## config.mk

```make
export PLATFORM = sky130hd
export DESIGN_NAME = raster_frame_writer
export DESIGN_NICKNAME = d
export VERILOG_FILES = /design/src/rtl/raster_frame_writer.sv
export SDC_FILE = /design/constraint.sdc
export NUM_CORES = 1
export LEC_CHECK = 0
export BUFFER_PORTS_ARGS = -buffer_cell sky130_fd_sc_hd__buf_2
export CAP_MARGIN = 20
export CORE_AREA = 2 2 87 89
export DETAILED_ROUTE_END_ITERATION = 7
export DIE_AREA = 0 0 89 91
export RECOVER_POWER = 25
export SLEW_MARGIN = 20
export SYNTH_ARGS = -nofsm -noshare
export SYNTH_HDL_FRONTEND = slang
export SYNTH_SLANG_ARGS = --single-unit
export TNS_END_PERCENT = 10
```

## constraint.sdc

```tcl
create_clock -name clk -period 2.15 [get_ports clk]
set_input_delay 0.3225 -clock clk [delete_from_list [all_inputs] [get_ports clk]]
set_output_delay 0.3225 -clock clk [all_outputs]
set_load 0.1 [all_outputs]
```

## src/rtl/raster_frame_writer.sv

```systemverilog
// Raster pixel stream -> framebuffer (x, y) writes with geometry checking.
// Optional saturating error counter: define RASTER_WR_ERRCOUNT_EN.
module raster_frame_writer #(
  parameter int H_PIXELS = 320,
  parameter int V_LINES  = 240,
  parameter int N        = 9
) (
  input  logic         clk,
  input  logic         nrst,
  input  logic         clear,
  input  logic         in_valid,
  output logic         in_ready,
  input  logic         in_sof,
  input  logic         in_eol,
  input  logic [7:0]   in_data,
  output logic         wr_en,
  input  logic         wr_ready,
  output logic [N-1:0] wr_x,
  output logic [N-1:0] wr_y,
  output logic [7:0]   wr_data,
  output logic         frame_done,
  output logic         line_err,
  output logic         frame_err,
  output logic [7:0]   err_count
);

  localparam logic [N-1:0] XMAX = N'(H_PIXELS - 1);
  localparam logic [N-1:0] YMAX = N'(V_LINES - 1);

  typedef enum logic {IDLE, ACTIVE} state_t;

  state_t       state_q;
  logic [N-1:0] x_q, y_q;
  logic         wr_en_q;
  logic [N-1:0] wr_x_q, wr_y_q;
  logic [7:0]   wr_data_q;
  logic         frame_done_q, line_err_q, frame_err_q;

  logic acc, take, at_xmax, wrap, le_d, fe_d;

  assign in_ready = ~wr_en_q | wr_ready;
  assign acc      = in_valid & in_ready & ~clear;
  // A beat produces a write when it starts a frame or lands inside one.
  assign take     = acc & (in_sof | (state_q == ACTIVE));
  assign at_xmax  = (x_q == XMAX);
  assign wrap     = in_eol | at_xmax;
  assign fe_d     = take & in_sof & (state_q == ACTIVE);
  assign le_d     = take & ~in_sof & (in_eol ? ~at_xmax : at_xmax);

  always_ff @(posedge clk or negedge nrst) begin
    if (!nrst) begin
      state_q      <= IDLE;
      x_q          <= '0;
      y_q          <= '0;
      wr_en_q      <= 1'b0;
      wr_x_q       <= '0;
      wr_y_q       <= '0;
      wr_data_q    <= '0;
      frame_done_q <= 1'b0;
      line_err_q   <= 1'b0;
      frame_err_q  <= 1'b0;
    end else begin
      frame_done_q <= 1'b0;
      line_err_q   <= le_d;
      frame_err_q  <= fe_d;
      if (clear) begin
        state_q <= IDLE;
        x_q     <= '0;
        y_q     <= '0;
        wr_en_q <= 1'b0;
      end else if (take) begin
        wr_en_q   <= 1'b1;
        wr_data_q <= in_data;
        state_q   <= ACTIVE;
        if (in_sof) begin
          wr_x_q <= '0;
          wr_y_q <= '0;
          if (in_eol) begin
            x_q <= '0;
            y_q <= N'(1);
          end else begin
            x_q <= N'(1);
            y_q <= '0;
          end
        end else begin
          wr_x_q <= x_q;
          wr_y_q <= y_q;
          if (wrap) begin
            x_q <= '0;
            if (y_q == YMAX) begin
              frame_done_q <= 1'b1;
              y_q          <= '0;
              state_q      <= IDLE;
            end else begin
              y_q <= y_q + N'(1);
            end
          end else begin
            x_q <= x_q + N'(1);
          end
        end
      end else if (wr_ready) begin
        wr_en_q <= 1'b0;
      end
    end
  end

  assign wr_en      = wr_en_q;
  assign wr_x       = wr_x_q;
  assign wr_y       = wr_y_q;
  assign wr_data    = wr_data_q;
  assign frame_done = frame_done_q;
  assign line_err   = line_err_q;
  assign frame_err  = frame_err_q;

`ifdef RASTER_WR_ERRCOUNT_EN
  logic [7:0] err_count_q;

  // Counts a beat once even if it raises both error pulses.
  always_ff @(posedge clk or negedge nrst) begin
    if (!nrst) begin
      err_count_q <= '0;
    end else if (clear) begin
      err_count_q <= '0;
    end else if ((le_d | fe_d) && (err_count_q != 8'hFF)) begin
      err_count_q <= err_count_q + 8'd1;
    end
  end

  assign err_count = err_count_q;
`else
  assign err_count = '0;
`endif

endmodule

```

==> results of run 1 <==
## synth_stat cells (5+ instances only)
cell / number
sky130_fd_sc_hd__buf_4: 9
sky130_fd_sc_hd__mux2_2: 6
sky130_fd_sc_hd__a22o_1: 6
sky130_fd_sc_hd__inv_1: 23
sky130_fd_sc_hd__clkbuf_1: 5
sky130_fd_sc_hd__buf_2: 5
sky130_fd_sc_hd__and3_1: 8
sky130_fd_sc_hd__nand2_1: 7
sky130_fd_sc_hd__nor2_1: 13
sky130_fd_sc_hd__dfrtp_1: 49
sky130_fd_sc_hd__nand3b_1: 24
sky130_fd_sc_hd__nand3_1: 8
sky130_fd_sc_hd__o21ai_0: 23
sky130_fd_sc_hd__a21oi_1: 8
## per-stage QoR
stage | cells | cell area [sq um] | setup TNS [ns]
after CTS | 400 | 3045 | -0.07396
after global routing | 401 | 3087 | -0.1901
after floorplan | 251 | 2535 | -0.06349
after global placement | 389 | 2889 | 0
after detailed placement | 389 | 2889 | -0.04071
final | 401 | 3087 | 0
## report_power, final
group	internal (mW)	switching [mW]
combinational	0.117	0.492
clock	0.379	0.305
sequential	0.966	0.0220
total	1.46	0.819
## worst max-delay path, cell delays in order, from the launching register on
cell                       delay [ns]
sky130_fd_sc_hd__dfrtp_1         0.36
sky130_fd_sc_hd__ha_2            0.18
sky130_fd_sc_hd__and3_4          0.18
sky130_fd_sc_hd__and3_4          0.21
sky130_fd_sc_hd__nand3_4         0.08
sky130_fd_sc_hd__ha_4            0.19
sky130_fd_sc_hd__nor2b_4         0.13
sky130_fd_sc_hd__o211ai_4        0.14
sky130_fd_sc_hd__buf_6           0.15
sky130_fd_sc_hd__a22o_1          0.21
sky130_fd_sc_hd__a22o_1          0.18
## cells in the final DEF (no fill, tap or decap), drive strengths merged, types with 2 or more instances in the layout
cell | Yosys | layout
mux2i | 3 | 3
a21oi | 8 | 8
conb | 1 | 8
nor4 | 2 | 2
a211oi | 2 | 2
a22o | 6 | 6
or2 | 2 | 2
nand3 | 8 | 8
nand2 | 7 | 7
and3b | 2 | 2
inv | 24 | 23
a2111oi | 2 | 2
a21o | 2 | 2
ha | 3 | 3
nand4b | 2 | 2
a221o | 2 | 2
mux2 | 8 | 8
dfrtp | 49 | 49
o211a | 2 | 2
clkbuf | 5 | 8
nor2b | 3 | 3
buf | 14 | 60
and3 | 8 | 8
o2111ai | 2 | 2
a211o | 2 | 2
nor3 | 3 | 3
or3 | 3 | 3
nor2 | 13 | 13
o21ai | 23 | 23
nand3b | 24 | 24
## routing by layer
metal  vias up  share of wire  track usage  wire (um)
li1        962              -            -          -
met1       962           0.45       0.1930       2393
met2        50           0.49       0.2208       2601
met3         8          0.046      0.03091        248
met4         0          0.018      0.04851         98
met5         -              0            0          0
## final timing paths
path | start | to | cells past startpoint
min in group asynchronous | nrst | wr_data[6] | 3
worst max-delay path | x_q[1] | y_q[4] | 10
worst max register to register | x_q[1] | y_q[4] | 10
worst min-delay path | in_data[7] | wr_data[7] | 2
max in group asynchronous | nrst | wr_en | 3
worst min register to register | wr_data[7] | wr_data[7] | 1
## cell families (layout without fill, tap and decap cells)
logic type	after synthesis	after routing	synth area share
buffers and inverters	43	94	0.08160
muxes	11	11	0.04865
and+or+nand+nor	82	82	0.2078
other	1	8	0.001519
AOI/OAI and AO/OA	55	55	0.1485
adders and majority gates	3	3	0.01521
DFF	49	49	0.4967
## state kept, by name, indices dropped and copies added, names as in the netlist
signal      cells
wr_x            9
frame_done      1
wr_en           1
wr_y            9
frame_err       1
y_q             9
wr_data         8
state_q         1
x_q             9
line_err        1
## area by class of cell
type                       count  area (sq um)
fill                         705          4050
inverter                      24         93.84
tap                           99         123.9
multi-input combinational    159          1150
sequential                    49          1230
clock inverter                 1         30.03
timing repair buffer          62         372.9
clock buffer                   7         86.33
## repair_timing
item | CTS | global route
hold buffers | 1 | 0
setup buffers | 2 | 1
hold endpoints to repair | 6 | 0
cloned | 0 | 0
resized for setup | 3 | 12
pin swaps | 2 | 8
endpoints found under the setup margin | 9 | 16
==> results, run 1 <==
- During synthesis, Yosys emitted a total of 0 warnings.
- The maximum number of buffers from clock root to sink is 2.
- Entering global routing, the biggest net connects 50 pins.
- Of the cells placed in the final design, the portion with a size suffix greater than 1 is 0.3046.
- The HPWL after detailed placement is around 3.6 mm.
- The critical path class is flop to flop.
- The leakage dissipation is around 1.5 nW.
- The average detailed-routed wire length per instance is ~13 um.
- Setup repair after global routing could not meet its margin everywhere.
- The biggest area contributor in the post-synthesis netlist is sky130_fd_sc_hd__dfrtp_1.
- The core outline area is ~7000 sq um.
- The standard-cell row count is 31.
- The primary flip-flop cell chosen by synthesis mapping is sky130_fd_sc_hd__dfrtp_1.
- The number of nets in the layout is 319.
- At the pin with the least slew margin, the transition time is 1.198 ns.
- The count of final max-slew check failures was 0.
- The share of synthesized area occupied by flip-flops and latches is 0.4967.
- The final worst-path cycle share is 0.9850.
- After technology mapping, the gate count stands at 244.
- The maximum vdd drop is 0.3617 mV.
- The total wire length after detailed routing is 5.341 mm.
- The CTS root buffer is sky130_fd_sc_hd__clkbuf_8.
- TritonCTS built the clock tree.
- During I/O placement, the number of pins put on the boundary was 54.
- In this run the worst path has a maximum fanout of 8.
- In this run the mean area of a mapped cell was 10.12 sq um.
- The worst hold slack is 0.2267 ns.
- The height of the die is 91 um.
- The initial core utilization is 0.3459.
- The run finished with clean final reports.
- The first TritonRoute pass finished after 5 iterations.
- The die covers 8099 sq um.
- Once layout is complete, the utilization of the core stands at 0.4325.
- The highest attainable clock frequency is between 400 and 500 MHz.
- The number of buffer cells added on primary ports is 45.
- The horizontal die dimension is roughly 89 um.
- The clock arrives with 0.005338 ns of skew.
- The detailed router finished its first iteration with 92 violations.
- The via density per instance is about 5.
- The post-route antenna net violation count is 0.
- The nature of the critical path startpoint is a flop.
- The maximum level of the CTS H-tree is 2.
- In the routed design, unresolved DRC markers number 0.
- The initial antenna violation count is 0.
- The endpoint class of the critical path is a flop.
- In this run the power density over the cells is 739.4 nW/um^2.
- Setup slack on the worst reg-to-reg path comes out at 0.03 ns.
- 0 antenna diodes ended up in the layout.
- Counting flops and latches in the post-synthesis netlist gives 49.
- The final count of hold timing violations is 0.
- Counting flops with an async set or reset pin after synthesis yields a share of 1.000.
- Routability-driven placement finished with a final weighted congestion of between 0.8 and 0.9.
- Setup violations remaining at the end of the flow were counted as 0.
- The total congestion overflow after global routing is 0.
- The setup slack at placement is -0.02024 ns.
- The global-route wire length before repair is 9.094 mm.
- The post-route minimum period is 2.118 ns.
- The number of enable-type register cells in the synthesized netlist is 0.
- The latest clock arrival within the worst-skew pair is 0.30 ns.
- In the post-synthesis netlist, the biggest area contributors are sky130_fd_sc_hd__dfrtp_1, sky130_fd_sc_hd__nand3b_1, sky130_fd_sc_hd__o21ai_0.
- The clock-pin slew reported for the worst setup and hold paths after clock tree synthesis is 0.09 ns.
- The critical path data arrival time is 2.31 ns.
- The max-slew headroom at the worst pin is 0.2011.
- The path class of the lowest-slack min-delay path is primary input to flop.
- The routed layout has 1982 vias.
- The layout overhead on the synthesized area is 25.04%.
- The post-synthesis instance area is 2469 sq um.
- Yosys mapped the design onto 43 distinct sky130hd cell types.
- The global-route usage over all layers is 0.1416.
- The count of maximum capacitance violations is 0.
- Of the post-synthesis cell area, the dominant cell type holds 0.4967.
- The CTS sink count is around 50.
- The total CTS buffers is 5.
- The worst endpoint required time is 2.35 ns.
- The number of global-route vias before repair came to 1904.
- Once routing completed, OpenROAD measured the worst setup slack at between 0.03 and 0.04 ns.
- The power after layout is 2.282 mW.
No activity file was read; power rests on OpenSTA's default activity.
==> run 2: changes to the inputs <==
ABC_CLOCK_PERIOD_IN_PS = 1900   (was default)
clock period = 1.9 ns   (was 2.15 ns; I/O delays follow)
==> results, run 2 (synthesis results as in run 1) <==
- The run finished, with violations left.
- The final reports fail on setup timing.
- The endpoint class of the critical path is a flop.
- The H-tree was split into 2 levels.
- For the worst setup path, the data required time is 2.10 ns.
- Wires add up to around 5.8 mm.
- The first global-routing pass estimated 9.508 mm of wire.
- The number of global-route vias before repair is between 1500 and 2000.
- In the layout the commonest cells are sky130_fd_sc_hd__dfrtp_1, sky130_fd_sc_hd__buf_2, sky130_fd_sc_hd__nand3b_1.
- The power after layout is 2.474 mW.
- The critical path data arrival time is ~2.3 ns.
- Across the VDD grid, the largest voltage drop is 0.4556 mV.
- The maximum single-stage delay on the critical path is between 0.3 and 0.4 ns.
- The most frequent standard cell in the layout excluding fill and tap cells is sky130_fd_sc_hd__dfrtp_1.
- The fill cell total of the finished layout is 725.
- The count of final max-slew check failures was 0.
- In this run the worst hold path is classified as primary input to flop.
- Setup repair after global routing could not meet its margin everywhere.
- The leakage dissipation is 1.524 nW.
- The via density per instance is 4.944.
- The total CTS buffers is 5.
- The beginning of the worst register-to-register path is x_q[0].
- The latest clock arrival within the worst-skew pair is 0.31 ns.
- The non-filler instance count after layout is 410.
- The die is roughly 90 um wide.
- The setup slack at placement is -0.2712 ns.
- The TritonCTS clock tree is yes.
- The number of nets in the layout is 328.
- In this run the remaining antenna-violating nets after routing total 0.
- The path with the worst hold slack has its endpoint at wr_data[7].
- Dividing total power by cell area gives a power density of between 700 and 800 nW/um^2.
- The layout overhead on the synthesized area is 28.54%.
- The floorplan step defined a die boundary enclosing between 8000 and 9000 sq um.
- The height of the die is ~91 um.
- The number of diodes is 0.
- The total congestion overflow after global routing is 0.
- The first TritonRoute pass finished after 4 iterations.
- The number of cells on the worst hold path is 2.
- The HPWL after detailed placement is roughly 3.8 mm.
- In the final routed layout, each cell accounts on average for 14.25 um.
- In the final layout, the share of cells above drive strength 1 is 0.3441.
- The initial core utilization is 0.3459.
- The iteration-0 DRC count of the detailed router is 85.
- Of the total power, the clock network draws 0.260.
- Setup violations remaining at the end of the flow were counted as 16.
- The worst hold slack is 0.1780 ns.
- The routed design could run at a clock period as short as 2.100 ns.
- The startpoint identified for the worst hold timing path is in_data[7].
- The standard-cell row count is 31.
- The master of the slowest instance on the critical path is sky130_fd_sc_hd__dfrtp_1.
- At the pin with the least slew margin, the transition time is 1.249 ns.
- Together, buffers and inverters on the worst path number 0.
- The final worst-path cycle share is 1.105.
- The part of the total power dissipated in combinational logic is 0.288.
- In this run the standard cell core region covers 7137 sq um.
- The signal on the critical path passes through ha_2, and3_4, and3_4, nand3_4, ha_4, nor2b_4, o211ai_4, and2_4, a221o_1.
- The critical path class is flop to flop.
- The DRC violations left is 0.
- Including well taps, the total number of placed cells is 396.
- The tree built by TritonCTS fans out to 49 sinks.
- The root buffer cell chosen for the clock tree is sky130_fd_sc_hd__clkbuf_8.
- Among cell families on the critical path, the largest total delay comes from simple AND/OR/NAND/NOR gates.
- Setup slack on the worst reg-to-reg path comes out at -0.20 ns.
- The switching power is 0.9744 mW.
- The worst register-to-register path ends at y_q[5].
- The count of maximum capacitance violations is 0.
- For this run, the total global-route usage over all layers was measured as 0.1498.
- The sequential cell fraction of total power is 0.452.
- The highest attainable clock frequency is about 480 MHz.
- Detailed routing inserted a total of 2027 vias.
- After clock tree synthesis, the clock-pin slew on the worst setup and hold paths is 0.10 ns.
- The worst clock skew on the final layout is 0.006978 ns.
- The fraction of power spent switching nets is 0.3939.
- In this run the tool buffered the top-level ports with between 40 and 50 buffer cells.
- The initial antenna violation count is 0.
- In this run the worst path has a maximum fanout of 5.
- The max-slew headroom at the worst pin is 0.1673.
- The utilization of the core after routing is 0.4446.
- The maximum number of buffers from clock root to sink is 2.
- The post-layout worst setup margin is -0.2001 ns.
- The largest net degree at the start of global routing is 47.
- Cell internal power was estimated by the tool at approximately 1.5 mW.
- The worst setup path is launched from a flop.
- For this design the top-level I/O count stands at 54.
- The final count of hold timing violations is 0.
- The worst register-to-register path has a depth of 9.
- Among the stages of the critical path, the cell type that occurs most often is sky130_fd_sc_hd__and3_4.
- The congestion estimate from routability-driven global placement came to around 0.86.
-- run 2: cell type report --
class	count	area (sq um)	area share
clock buffer	6	72.57	0.02287
clock inverter	2	13.76	0.004338
inverter	24	93.84	0.02957
multi-input combinational	160	1205	0.3797
sequential	49	1230	0.3876
tap	99	123.9	0.03904
timing repair buffer	70	434.2	0.1368
-- run 2: worst max-delay path by stage --
stage | startpoint | end | slack (ns) | depth (start not counted)
floorplan | wr_en | y_q[5] | -0.28 | 5
global placement | x_q[1] | y_q[6] | -0.22 | 9
detailed placement | x_q[1] | y_q[6] | -0.27 | 9
CTS | x_q[0] | y_q[5] | -0.20 | 9
global route | x_q[0] | y_q[5] | -0.29 | 9
finish | x_q[0] | y_q[5] | -0.20 | 9
-- run 2: power groups by stage --
stage                     clock network, mW  logic (mW)  registers (mW)
after detailed placement                  0       0.693            1.14
after floorplan                           0       0.225            1.48
final                                 0.643       0.713            1.12
after global placement                    0       0.688            1.14
after global routing                  0.695       0.750            1.13
after CTS                             0.660       0.707            1.12
-- run 2: layer usage --
layer / GRT usage / part of all wire / wire [um] / up-vias
li1: - / - / - / 991
met4: 0.04478 / 0.0086 / 50 / 0
met5: 0 / 0 / 0 / -
met3: 0.02818 / 0.038 / 223 / 6
met2: 0.2400 / 0.50 / 2912 / 46
met1: 0.2038 / 0.45 / 2654 / 984
-- run 2: timing repair --
action,4_1_cts,5_1_grt
pin swaps,11,10
gates cloned,1,0
endpoints found under the hold margin,21,0
setup buffers,1,3
resized for setup,8,10
hold buffers,1,0
setup endpoints to repair,18,20
-- run 2: metrics by stage --
step / instance area [sq um] / TNS (ns)
after global placement: 2969 / -1.714
after CTS: 3118 / -2.040
after floorplan: 2562 / -3.390
after global routing: 3173 / -3.529
final: 3173 / -1.734
after detailed placement: 2969 / -2.416
-- run 2: worst reg2reg max path: stages (launching register included) --
cell and delay [ns]:
sky130_fd_sc_hd__dfrtp_1 0.38, sky130_fd_sc_hd__ha_2 0.18, sky130_fd_sc_hd__and3_4 0.18, sky130_fd_sc_hd__and3_4 0.20, sky130_fd_sc_hd__nand3_4 0.07, sky130_fd_sc_hd__ha_4 0.18, sky130_fd_sc_hd__nor2b_4 0.16, sky130_fd_sc_hd__o211ai_4 0.12
sky130_fd_sc_hd__and2_4 0.20, sky130_fd_sc_hd__a221o_1 0.31
==> run 3: changes to the inputs <==
CAP_MARGIN = 5   (was 20)
PLACE_DENSITY_LB_ADDON = 0.12   (was default)
RECOVER_POWER = default   (was 25)
==> results, run 3 (synthesis results as in run 1) <==
- The via count is 2013.
- The critical path data arrival time is ~2.3 ns.
- After clock tree synthesis, the clock-pin slew on the worst setup and hold paths is roughly 0.10 ns.
- The height of the die is 91 um.
- The finished layout holds 412 standard cells, fillers aside.
- Summed over all nets, the switching power comes to 0.9834 mW.
- The final count of hold timing violations is 0.
- The area used by sequential logic in the layout is approximately 1200 sq um.
- The iteration-0 DRC count of the detailed router is 65.
- The worst hold path was traced through 2 stages.
- The post-route antenna net violation count is 0.
- Buffers inserted during clock tree synthesis total 5.
- After global routing the overflow that remains totals 0.
- The number of global-route vias before repair is 1962.
- The count of buffer and inverter cells on the critical path is 0.
- The count of final max-slew check failures is 0.
- The maximum level of the CTS H-tree is 2.
- The first global-routing pass estimated 9.653 mm of wire.
- The checks that failed: setup timing.
- The share of total power dissipated in combinational logic is 0.286.
- After layout, the worst setup slack is -0.2033 ns.
- The later pin in the worst-skew pair is clocked with a latency of between 0.3 and 0.4 ns.
- Power comes to 2.490 mW.
- The initial antenna violation count is 0.
- The run finished, with violations left.
- In the final routed layout, each cell accounts on average for roughly 14 um.
- Leaving out fill and tap cells, the most frequent cell in the layout is sky130_fd_sc_hd__dfrtp_1.
- The nature of the critical path startpoint is a flop.
- The maximum single-stage delay on the critical path is 0.37 ns.
- The fraction of power spent switching nets is 0.3950.
- By instance count, the cell type seen most on the critical path is sky130_fd_sc_hd__and3_4.
- The largest net degree at the start of global routing is 37.
- The floorplan step defined a core boundary enclosing 7137 sq um.
- The number of gates on the worst path with buffers counted is 9.
- Summing all placed instances gives a cell area of 2999 sq um.
- The maximum vdd drop is slightly above 0.3 mV.
- The number of diodes is 0.
- The fill cell total of the finished layout is between 700 and 800.
- The initial core utilization is 0.3459.
- The leakage dissipation is approximately 1.5 nW.
- TritonCTS built the clock tree.
- The overall die area is approximately 8100 sq um.
- In this run the clock root is driven by a sky130_fd_sc_hd__clkbuf_8.
- The post-layout instance area is ~3200 sq um.
- The critical path is of the flop to flop type.
- The final worst-path cycle share is 1.107.
- The worst endpoint required time is 2.10 ns.
- The worst setup path is captured at a flop.
- Of all nets on the critical path, the largest fanout is 5.
- The count of maximum capacitance violations is 0.
- The master of the slowest instance on the critical path is sky130_fd_sc_hd__dfrtp_1.
- The pre-antenna-repair detailed-routing pass consisted of 4 iterations.
- The detailed placement HPWL is 3.996 mm.
- Leaving out fill and tap cells, the most frequent cells in the layout are sky130_fd_sc_hd__dfrtp_1, sky130_fd_sc_hd__buf_2, sky130_fd_sc_hd__nand3b_1.
- Setup repair after global routing could not meet its margin everywhere.
- The utilization of the core after routing is 0.4497.
- The layout cell share with drive strength beyond 1 is 0.3514.
- Counting I/O delays and the setup requirement, the final critical path takes 2.103 ns.
- The power density over the cells is 775.8 nW/um^2.
- Cell internal power was estimated by the tool at 1.506 mW.
- The clock passes through at most 2 buffers.
- The cell count of the worst reg-to-reg path is 9.
- The path class of the lowest-slack min-delay path is primary input to flop.
- The DRC violations left is 0.
- In this run the core area contains 31 standard-cell rows.
- The number of buffer cells added on primary ports is 45.
- The final layout contains between 300 and 400 nets.
- The worst hold slack is ~0.19 ns.
- Compared with the post-synthesis result, the final layout area differs by 30.01%.
- The global placer's final weighted congestion is 0.8138.
- The worst clock skew on the final layout is 0.008356 ns.
- The total placed cells including tap cells is 400.
- The number of setup violations in the final report is 13.
- The total I/O pin count is 54.
- The horizontal die dimension is 89 um.
- The total wire length after detailed routing is 5.725 mm.
- Walking the worst path, the cells encountered are ha_2, and3_4, and3_4, nand3_4, ha_4, nor2b_4, o211ai_4, and2_4, a221o_1.
- The clock share of power is 0.265.
- The global-route usage over all layers is 0.1500.
- Of the total power, registers draw 0.449.
- The multi-input combinational cells in the finished layout cover a total of roughly 1200 sq um.
- After detailed routing, the number of vias per cell comes to 4.886.
- The highest attainable clock frequency is 475.5 MHz.
- The clock net in this run drives a total of 49 sinks.
- In this design, the largest share of critical-path delay is due to simple AND/OR/NAND/NOR gates.
==> run 3: cell types whose count changed in the layout (fill, tap and decap cells not counted), moves of 2 or more <==
cell | before | now
sky130_fd_sc_hd__a21oi_1 | 5 | 8
sky130_fd_sc_hd__clkinvlp_4 | 1 | 3
sky130_fd_sc_hd__clkbuf_1 | 2 | 0
sky130_fd_sc_hd__buf_4 | 21 | 23
sky130_fd_sc_hd__a21oi_2 | 3 | 0
==> run 3: worst reg2reg max path: cells and delay by family, from the launching register on <==
kind | cells | cell delay, ns
compound gates | 2 | 0.45
fa+ha+maj | 2 | 0.36
flops | 1 | 0.37
simple gates | 5 | 0.83
==> run 3: layer usage <==
metal  vias up  wire (um)  global-route usage
met4         0         78             0.03980
met5         -          0                   0
met1       980       2597              0.2093
li1        980          -                   -
met3         7        207             0.02909
met2        46       2841              0.2369
==> run 3: layout make-up <==
cell class / instances / area share
Sequential cell: 49 / 0.3832
Multi-Input combinational cell: 160 / 0.3762
Clock buffer: 5 / 0.02144
Timing Repair Buffer: 72 / 0.1431
Clock inverter: 3 / 0.008187
Tap cell: 99 / 0.03860
Inverter: 24 / 0.02924
==> run 3: worst paths after layout <==
path	start	end	slack, ns
setup / recovery	x_q[0]	y_q[6]	-0.20
hold / removal	in_data[7]	wr_data[7]	0.19
setup reg to reg	x_q[0]	y_q[6]	-0.20
hold reg to reg	wr_data[6]	wr_data[6]	0.49
max in group asynchronous	nrst	x_q[4]	0.95
min in group asynchronous	nrst	wr_y[1]	0.44
==> run 3: repair_timing <==
action | 4_1_cts | 5_1_grt
endpoints found under the setup margin | 18 | 20
endpoints found under the hold margin | 16 | 0
hold buffers | 1 | 0
gates cloned | 1 | 0
resized for setup | 6 | 10
setup buffers | 0 | 2
pin swaps | 9 | 5
==> run 3: power groups by stage <==
stage          clock, mW  sequential, mW  combinational, mW
3_5_place_dp           0            1.14              0.696
6_report           0.659            1.12              0.713
5_1_grt            0.735            1.13              0.748
3_3_place_gp           0            1.14              0.694
4_1_cts            0.688            1.12              0.707
2_1_floorplan          0            1.48              0.225
==> run 3: through the flow <==
step	worst slack (ns)	TNS (ns)
finish	-0.2033	-1.868
global route	-0.2961	-3.560
CTS	-0.1877	-1.811
detailed placement	-0.2930	-2.634
global placement	-0.2427	-1.956
floorplan	-0.2777	-3.390
